## config.mk

```make
export PLATFORM = sky130hd
export DESIGN_NAME = game_round_controller
export DESIGN_NICKNAME = d
export VERILOG_FILES = /design/src/rtl/game_pkg.sv /design/src/rtl/game_tick_gen.sv /design/src/rtl/game_round_controller.sv
export SDC_FILE = /design/constraint.sdc
export NUM_CORES = 1
export LEC_CHECK = 0
export ABC_AREA = 1
export BUFFER_PORTS_ARGS = -buffer_cell sky130_fd_sc_hd__buf_2
export CAP_MARGIN = 20
export CORE_UTILIZATION = 62
export DETAILED_ROUTE_END_ITERATION = 7
export PLACE_DENSITY = 0.8
export SLEW_MARGIN = 5
export SYNTH_ARGS = -nofsm -noshare
export SYNTH_HDL_FRONTEND = slang
export SYNTH_SLANG_ARGS = --single-unit
```

## constraint.sdc

```tcl
create_clock -name clk -period 3.95 [get_ports clk]
set_input_delay 0.395 -clock clk [delete_from_list [all_inputs] [get_ports clk]]
set_output_delay 0.395 -clock clk [all_outputs]
set_load 0.02 [all_outputs]
```

## src/rtl/game_pkg.sv

```systemverilog
// ============================================================================
// Module  : game_pkg
// Purpose : Shared types and constants for the whack-a-box round controller:
//           FSM state encoding, score/box/timer widths, difficulty codes and
//           the saturating / floored score helpers.
// Ports   : none (package)
// Revision: 1.0 - initial release
// ============================================================================
`default_nettype none

package game_pkg;

  typedef enum logic [2:0] {
    ST_IDLE  = 3'd0,
    ST_PICK  = 3'd1,
    ST_ARMED = 3'd2,
    ST_GAP   = 3'd3,
    ST_OVER  = 3'd4
  } state_e;

  localparam int SCORE_W = 11;
  localparam int BOX_W   = 2;
  localparam int TIMER_W = 6;
  localparam int DIFF_W  = 2;

  localparam logic [SCORE_W-1:0] SCORE_MAX = 11'd2047;

  localparam logic [DIFF_W-1:0] DIFF_1 = 2'd1;
  localparam logic [DIFF_W-1:0] DIFF_2 = 2'd2;
  localparam logic [DIFF_W-1:0] DIFF_3 = 2'd3;

  // score + difficulty, clamped at SCORE_MAX instead of wrapping
  function automatic logic [SCORE_W-1:0] score_add_sat(
    input logic [SCORE_W-1:0] s,
    input logic [DIFF_W-1:0]  d
  );
    logic [SCORE_W:0] sum;
    sum = {1'b0, s} + {{(SCORE_W + 1 - DIFF_W){1'b0}}, d};
    return (sum > {1'b0, SCORE_MAX}) ? SCORE_MAX : sum[SCORE_W-1:0];
  endfunction

  // score - 1, held at zero
  function automatic logic [SCORE_W-1:0] score_dec_floor(
    input logic [SCORE_W-1:0] s
  );
    return (s == '0) ? '0 : (s - SCORE_W'(1));
  endfunction

endpackage

`default_nettype wire

```

## src/rtl/game_tick_gen.sv

```systemverilog
// ============================================================================
// Module  : game_tick_gen
// Purpose : Game-timer prescaler. Counts enabled clk cycles and emits a
//           one-cycle sec_tick_o on the enabled cycle that completes each
//           block of TICKS_PER_SEC cycles. clr_i restarts the count.
// Ports   : clk        in  1  clock
//           reset      in  1  asynchronous, active-high
//           en_i       in  1  count this cycle
//           clr_i      in  1  restart count at zero (wins over en_i)
//           sec_tick_o out 1  one-cycle second strobe
// Revision: 1.0 - initial release
// ============================================================================
`default_nettype none

module game_tick_gen #(
  parameter int TICKS_PER_SEC = 50_000_000
) (
  input  logic clk,
  input  logic reset,
  input  logic en_i,
  input  logic clr_i,
  output logic sec_tick_o
);

  localparam int CNT_W = (TICKS_PER_SEC > 1) ? $clog2(TICKS_PER_SEC) : 1;
  localparam logic [CNT_W-1:0] CNT_LAST = CNT_W'(TICKS_PER_SEC - 1);

  logic [CNT_W-1:0] cnt_q;
  logic [CNT_W-1:0] cnt_d;

  always_comb begin
    cnt_d      = cnt_q;
    sec_tick_o = 1'b0;
    if (clr_i) begin
      cnt_d = '0;
    end else if (en_i) begin
      if (cnt_q == CNT_LAST) begin
        cnt_d      = '0;
        sec_tick_o = 1'b1;
      end else begin
        cnt_d = cnt_q + CNT_W'(1);
      end
    end
  end

  always_ff @(posedge clk or posedge reset) begin
    if (reset) begin
      cnt_q <= '0;
    end else begin
      cnt_q <= cnt_d;
    end
  end

endmodule

`default_nettype wire

```

## src/rtl/game_round_controller.sv

```systemverilog
// ============================================================================
// Module  : game_round_controller
// Purpose : Whack-a-box round sequencer. Starts a game, draws each target from
//           the LFSR (never repeating the previous target), opens a
//           difficulty-dependent hit window, judges one sensor event per
//           round and maintains score, game timer and difficulty.
// Ports   : clk            in  1   clock
//           reset          in  1   asynchronous, active-high
//           start_i        in  1   start pulse (honoured in IDLE/OVER only)
//           lfsr_value_i   in  3   free-running LFSR, low 2 bits pick the box
//           sensor_valid_i in  1   box-struck strobe
//           sensor_box_i   in  2   box struck
//           target_box_o   out 2   current target
//           target_valid_o out 1   hit window open
//           hit_pulse_o    out 1   correct hit judged
//           miss_pulse_o   out 1   wrong box or timeout judged
//           score_o        out 11  running score
//           game_timer_o   out 6   elapsed seconds
//           difficulty_o   out 2   1..3 from elapsed time
//           game_over_o    out 1   game finished
// Revision: 1.0 - initial release
// ============================================================================
`default_nettype none

module game_round_controller
  import game_pkg::*;
#(
  parameter int TICKS_PER_SEC = 50_000_000,
  parameter int GAME_SECONDS  = 60,
  parameter int WIN1          = 75_000_000,
  parameter int WIN2          = 50_000_000,
  parameter int WIN3          = 25_000_000,
  parameter int GAP_CYC       = 12_500_000
) (
  input  logic               clk,
  input  logic               reset,
  input  logic               start_i,
  input  logic [2:0]         lfsr_value_i,
  input  logic               sensor_valid_i,
  input  logic [BOX_W-1:0]   sensor_box_i,
  output logic [BOX_W-1:0]   target_box_o,
  output logic               target_valid_o,
  output logic               hit_pulse_o,
  output logic               miss_pulse_o,
  output logic [SCORE_W-1:0] score_o,
  output logic [TIMER_W-1:0] game_timer_o,
  output logic [DIFF_W-1:0]  difficulty_o,
  output logic               game_over_o
);

  localparam int WIN_MAX_12 = (WIN1 > WIN2) ? WIN1 : WIN2;
  localparam int WIN_MAX    = (WIN_MAX_12 > WIN3) ? WIN_MAX_12 : WIN3;
  localparam int WIN_CW     = $clog2(WIN_MAX + 1);
  localparam int GAP_CW     = $clog2(GAP_CYC + 1);

  localparam logic [GAP_CW-1:0]  GAP_LAST   = GAP_CW'(GAP_CYC - 1);
  localparam logic [TIMER_W-1:0] TIMER_LAST = TIMER_W'(GAME_SECONDS - 1);
  localparam logic [TIMER_W-1:0] T_LVL2     = TIMER_W'(GAME_SECONDS / 3);
  localparam logic [TIMER_W-1:0] T_LVL3     = TIMER_W'((2 * GAME_SECONDS) / 3);

  state_e               state_q,    state_d;
  logic [SCORE_W-1:0]   score_q,    score_d;
  logic [TIMER_W-1:0]   timer_q,    timer_d;
  logic [BOX_W-1:0]     target_q,   target_d;
  logic                 prev_vld_q, prev_vld_d;
  logic [WIN_CW-1:0]    win_cnt_q,  win_cnt_d;
  logic [GAP_CW-1:0]    gap_cnt_q,  gap_cnt_d;
  logic                 hit_q,      hit_d;
  logic                 miss_q,     miss_d;

  logic                 w_active;
  logic                 w_start_acc;
  logic                 w_sec_tick;
  logic [DIFF_W-1:0]    w_diff;
  logic [WIN_CW-1:0]    w_win_load;
  logic [BOX_W-1:0]     w_cand;
  logic                 w_unused_lfsr_msb;

  assign w_active    = (state_q == ST_PICK) || (state_q == ST_ARMED) ||
                       (state_q == ST_GAP);
  assign w_start_acc = start_i && ((state_q == ST_IDLE) || (state_q == ST_OVER));
  assign w_cand      = lfsr_value_i[1:0];
  assign w_unused_lfsr_msb = lfsr_value_i[2];

  game_tick_gen #(
    .TICKS_PER_SEC (TICKS_PER_SEC)
  ) u_tick (
    .clk        (clk),
    .reset      (reset),
    .en_i       (w_active),
    .clr_i      (w_start_acc),
    .sec_tick_o (w_sec_tick)
  );

  // Difficulty follows elapsed time directly; the window length is only
  // captured when a round is armed, so a level change never stretches or
  // shortens a window already in progress.
  always_comb begin
    w_diff = DIFF_3;
    if (timer_q < T_LVL2) begin
      w_diff = DIFF_1;
    end else if (timer_q < T_LVL3) begin
      w_diff = DIFF_2;
    end
  end

  always_comb begin
    case (w_diff)
      DIFF_1:  w_win_load = WIN_CW'(WIN1 - 1);
      DIFF_2:  w_win_load = WIN_CW'(WIN2 - 1);
      default: w_win_load = WIN_CW'(WIN3 - 1);
    endcase
  end

  always_comb begin
    state_d    = state_q;
    score_d    = score_q;
    timer_d    = timer_q;
    target_d   = target_q;
    prev_vld_d = prev_vld_q;
    win_cnt_d  = win_cnt_q;
    gap_cnt_d  = gap_cnt_q;
    hit_d      = 1'b0;
    miss_d     = 1'b0;

    case (state_q)
      ST_IDLE, ST_OVER: begin
        if (start_i) begin
          score_d    = '0;
          timer_d    = '0;
          prev_vld_d = 1'b0;
          state_d    = ST_PICK;
        end
      end

      ST_PICK: begin
        // A repeat of the previous target is rejected; the LFSR moves on
        // every cycle, so simply resampling next cycle is enough.
        if (!(prev_vld_q && (w_cand == target_q))) begin
          target_d   = w_cand;
          prev_vld_d = 1'b1;
          win_cnt_d  = w_win_load;
          state_d    = ST_ARMED;
        end
      end

      ST_ARMED: begin
        if (sensor_valid_i) begin
          if (sensor_box_i == target_q) begin
            score_d = score_add_sat(score_q, w_diff);
            hit_d   = 1'b1;
          end else begin
            score_d = score_dec_floor(score_q);
            miss_d  = 1'b1;
          end
          gap_cnt_d = GAP_LAST;
          state_d   = ST_GAP;
        end else if (win_cnt_q == '0) begin
          score_d   = score_dec_floor(score_q);
          miss_d    = 1'b1;
          gap_cnt_d = GAP_LAST;
          state_d   = ST_GAP;
        end else begin
          win_cnt_d = win_cnt_q - WIN_CW'(1);
        end
      end

      ST_GAP: begin
        if (gap_cnt_q == '0) begin
          state_d = ST_PICK;
        end else begin
          gap_cnt_d = gap_cnt_q - GAP_CW'(1);
        end
      end

      default: begin
        state_d = ST_IDLE;
      end
    endcase

    // End of game overrides the round transition, but a judgement made in
    // the same cycle has already been applied to score/pulses above.
    if (w_active && w_sec_tick) begin
      timer_d = timer_q + TIMER_W'(1);
      if (timer_q == TIMER_LAST) begin
        state_d = ST_OVER;
      end
    end
  end

  always_ff @(posedge clk or posedge reset) begin
    if (reset) begin
      state_q    <= ST_IDLE;
      score_q    <= '0;
      timer_q    <= '0;
      target_q   <= '0;
      prev_vld_q <= 1'b0;
      win_cnt_q  <= '0;
      gap_cnt_q  <= '0;
      hit_q      <= 1'b0;
      miss_q     <= 1'b0;
    end else begin
      state_q    <= state_d;
      score_q    <= score_d;
      timer_q    <= timer_d;
      target_q   <= target_d;
      prev_vld_q <= prev_vld_d;
      win_cnt_q  <= win_cnt_d;
      gap_cnt_q  <= gap_cnt_d;
      hit_q      <= hit_d;
      miss_q     <= miss_d;
    end
  end

  assign target_box_o   = target_q;
  assign target_valid_o = (state_q == ST_ARMED);
  assign hit_pulse_o    = hit_q;
  assign miss_pulse_o   = miss_q;
  assign score_o        = score_q;
  assign game_timer_o   = timer_q;
  assign difficulty_o   = w_diff;
  assign game_over_o    = (state_q == ST_OVER);

endmodule

`default_nettype wire

```

==> out/results.ini <==
[cells_and_area]
final_layout_size_suffix_gt1_frac = 0.101
final_core_util = 0.676
fin_area_um2 = 7360
area_growth_pct = 6.21
multiInputGateArea_um2 = 3770
num_antenna_cells = 0
nNetsFinal = 1081
seqCellArea_um2 = 2550
fill_cells = 969

[sta]
slew_viol_final = 0
rsz0062_at_grt = no
skew_ps = 15.4
finalCritPeriodShare = 0.663
hold_violations = 0
setup_viol = 0
fin_crit_ps = 2620
slew_headroom = 0.654
tightest_slew_ps = 518
fmax_ghz = 0.382
setup_tns_ps = 0

[clocking]
post_cts_buffers = 0
cts_sinks = 102
insertion_delay_ps = 400
cts_tree = done
cts_root_buf = clkbuf_8
h-tree-depth = 3
cts_buffers = 9
cts_buffer_depth = 2
path_clk_slew_ps = 100
cts.repair.resized = 0

[placement]
hpwl_mm = 11.0
routabilityCongestion = 0.898
numPortBuffers = 32
placed_area_um2 = 7140

[logic_synthesis]
yosys_warnings = 0
syn_area_per_cell_um2 = 6.69
synth.yosys.seq_area_share = 0.368
syn_area_um2 = 6930
synth_fp_nets = 1053
synth-async-reset-ratio = 1.00
yosys-top-cells-area = dfrtp_1 37%, nand2_1 18%, nor2_1 8.7%
synth_edf_count = 0
ys_seq_elements = 102
ys.flop_type = dfrtp_1
yosysTopAreaCell = dfrtp_1
synth_top_area_frac = 0.368
yosysMostFrequentCell = nand2_1
netlist_instances = 1036
synth_commonest_cells = 334 x nand2_1, 160 x nor2_1, 115 x inv_1, 102 x dfrtp_1, 86 x nand3_1
ys_types = 34

[die]
die_x_um = 108
pin_count = 34
die_h_um = 108
die_area_um2 = 11600
core-area_um2 = 10900
fp-row-count = 38
initial_utilization = 0.637

[worst_setup_path]
crit_chain = nand2_1 > nand3_1 > nand2_1 > ha_1 > inv_1 > fa_1 > nor3_2 > nand2_1 > o21ai_0 > nand4_1 > nand3_1 > nand2_1
regToRegEndpoint = score_o[10]$_DFFE_PP0P_
path_delay_family = simple AND/OR/NAND/NOR gates
r2r_slack_ps = 1330
cp-end-kind = flip-flop
startpoint_type = flip-flop
startpoint = game_timer_o[4]$_DFFE_PP0P_
r2r_start = game_timer_o[4]$_DFFE_PP0P_
path_class = flip-flop to flip-flop
rr_worst_depth = 12
cp.arrival_ps = 2910
crit_buf_inv = 1
crit_path_frequent_cell = nand2_1
crit_slowest_cell = dfrtp_1
cp.required_ps = 4250
critPathMaxStageDelay_ps = 460
cp_max_fo = 6

[power_and_ir_drop]
pwr-share-seq = 0.358
switchingPower_w = 0.00212
ir_worst_vdd_mv = 0.487
powerDensity_nw_per_um2 = 592
p_sw_frac = 0.486
internal-power_w = 0.00224
power.share.clock = 0.164
power_leakage_nw = 3.62
pwr-share-comb = 0.478

[routing]
drt-total-wl_mm = 15.1
drc = 0
drtPass1Iterations = 5
ant_nets = 0
viasPerCell = 5.27
drt_iter0_markers = 467
wl_per_cell_um = 12.5
route.vias.total = 6376

[worst_hold_path]
holdPathStages = 3
min_to = target_box_o[1]$_DFFE_PP0P_
min_from = lfsr_value_i[1]
hp-class = input port to flip-flop

[outcome]
status = complete, no violations

[grt]
gr-usage-all-layers = 0.282
grt_max_degree = 38
grt_pass1_vias = 5801
grt-ovfl-total = 0
grt_pass1_wl_mm = 26.1
antenna_found_initial = 0

[job]
maxCapViolations = 0

-- tightest hold or removal path: cells and delay by family --
kind / cells / cell delay, ps
AND/OR/NAND/NOR: 1 / 50
buffers and inverters: 1 / 100
AO/OA/AOI/OAI: 1 / 50
-- registers in the layout, indices dropped and copies added (netlist names) --
register      count
win_cnt_q        27
miss_pulse_o      1
state_q           3
gap_cnt_q        24
hit_pulse_o       1
u_tick.cnt_q     26
target_box_o      2
game_timer_o      6
prev_vld_q        1
score_o          11
-- timing repair --
action	4_1_cts	5_1_grt
setup endpoints to repair	0	0
endpoints found under the hold margin	28	0
hold buffers	1	0
-- power by group through the flow --
stage / combinational, W / sequential, W / clock [W]
after floorplan: 0.00171 / 0.00159 / 0
after global placement: 0.00204 / 0.00157 / 0
after detailed placement: 0.00209 / 0.00158 / 0
after CTS: 0.00209 / 0.00156 / 0.000732
after global routing: 0.00239 / 0.00160 / 0.000776
final: 0.00208 / 0.00156 / 0.000713
-- cell usage in the layout (no fill, tap or decap), drive strengths merged, types with 6 or more instances in the layout --
master	Yosys	final
nand2	344	344
nor2	184	184
inv	122	125
dfrtp	102	102
nand3	89	89
o21ai	57	57
buf	19	35
nor3	24	24
nand4	21	21
xor2	21	21
a21oi	16	16
clkbuf	0	10
or2	9	9
xnor2	7	7
ha	7	7
nand3b	6	6
-- through the flow --
step	worst slack, ps	power, W	hold WS [ps]	cells
after floorplan	880	0.00330	449	1036
after global placement	1410	0.00361	403	1191
after detailed placement	1360	0.00366	408	1192
after CTS	1330	0.00438	226	1209
after global routing	1040	0.00477	227	1209
final	1330	0.00436	237	1209
-- routing by layer --
layer / part of all wire / global-route usage
met5: 0 / 0
met4: 0.012 / 0.0714
met3: 0.042 / 0.0617
met2: 0.46 / 0.462
met1: 0.48 / 0.379
-- logic make-up after synthesis --
| group | count (synthesis) | synth area share |
|---|---|---|
| simple gates | 680 | 0.435 |
| fa+ha+maj | 8 | 0.0155 |
| xor+xnor | 28 | 0.0354 |
| mux | 1 | 0.00144 |
| buf+inv | 141 | 0.0886 |
| compound gates | 76 | 0.0559 |
| flops | 102 | 0.368 |
-- area by class of cell --
cell class / instances / area share
clock buffers: 10 / 0.0187
well taps: 140 / 0.0238
inverters: 122 / 0.0629
repair buffers: 36 / 0.0262
multi-input cells: 793 / 0.512
flip-flops and latches: 102 / 0.347
clock inverters: 6 / 0.0104
-- how the worst max path moves through the flow --
stage | cells after the start | slack (ps) | to
finish | 12 | 1330 | score_o[10]$_DFFE_PP0P_
global route | 12 | 1040 | score_o[10]$_DFFE_PP0P_
CTS | 12 | 1330 | score_o[10]$_DFFE_PP0P_
detailed placement | 12 | 1360 | score_o[10]$_DFFE_PP0P_
global placement | 12 | 1410 | score_o[10]$_DFFE_PP0P_
floorplan | 1 | 880 | game_timer_o[0]$_DFFE_PP0P_
(Power assumes the default switching activity.)
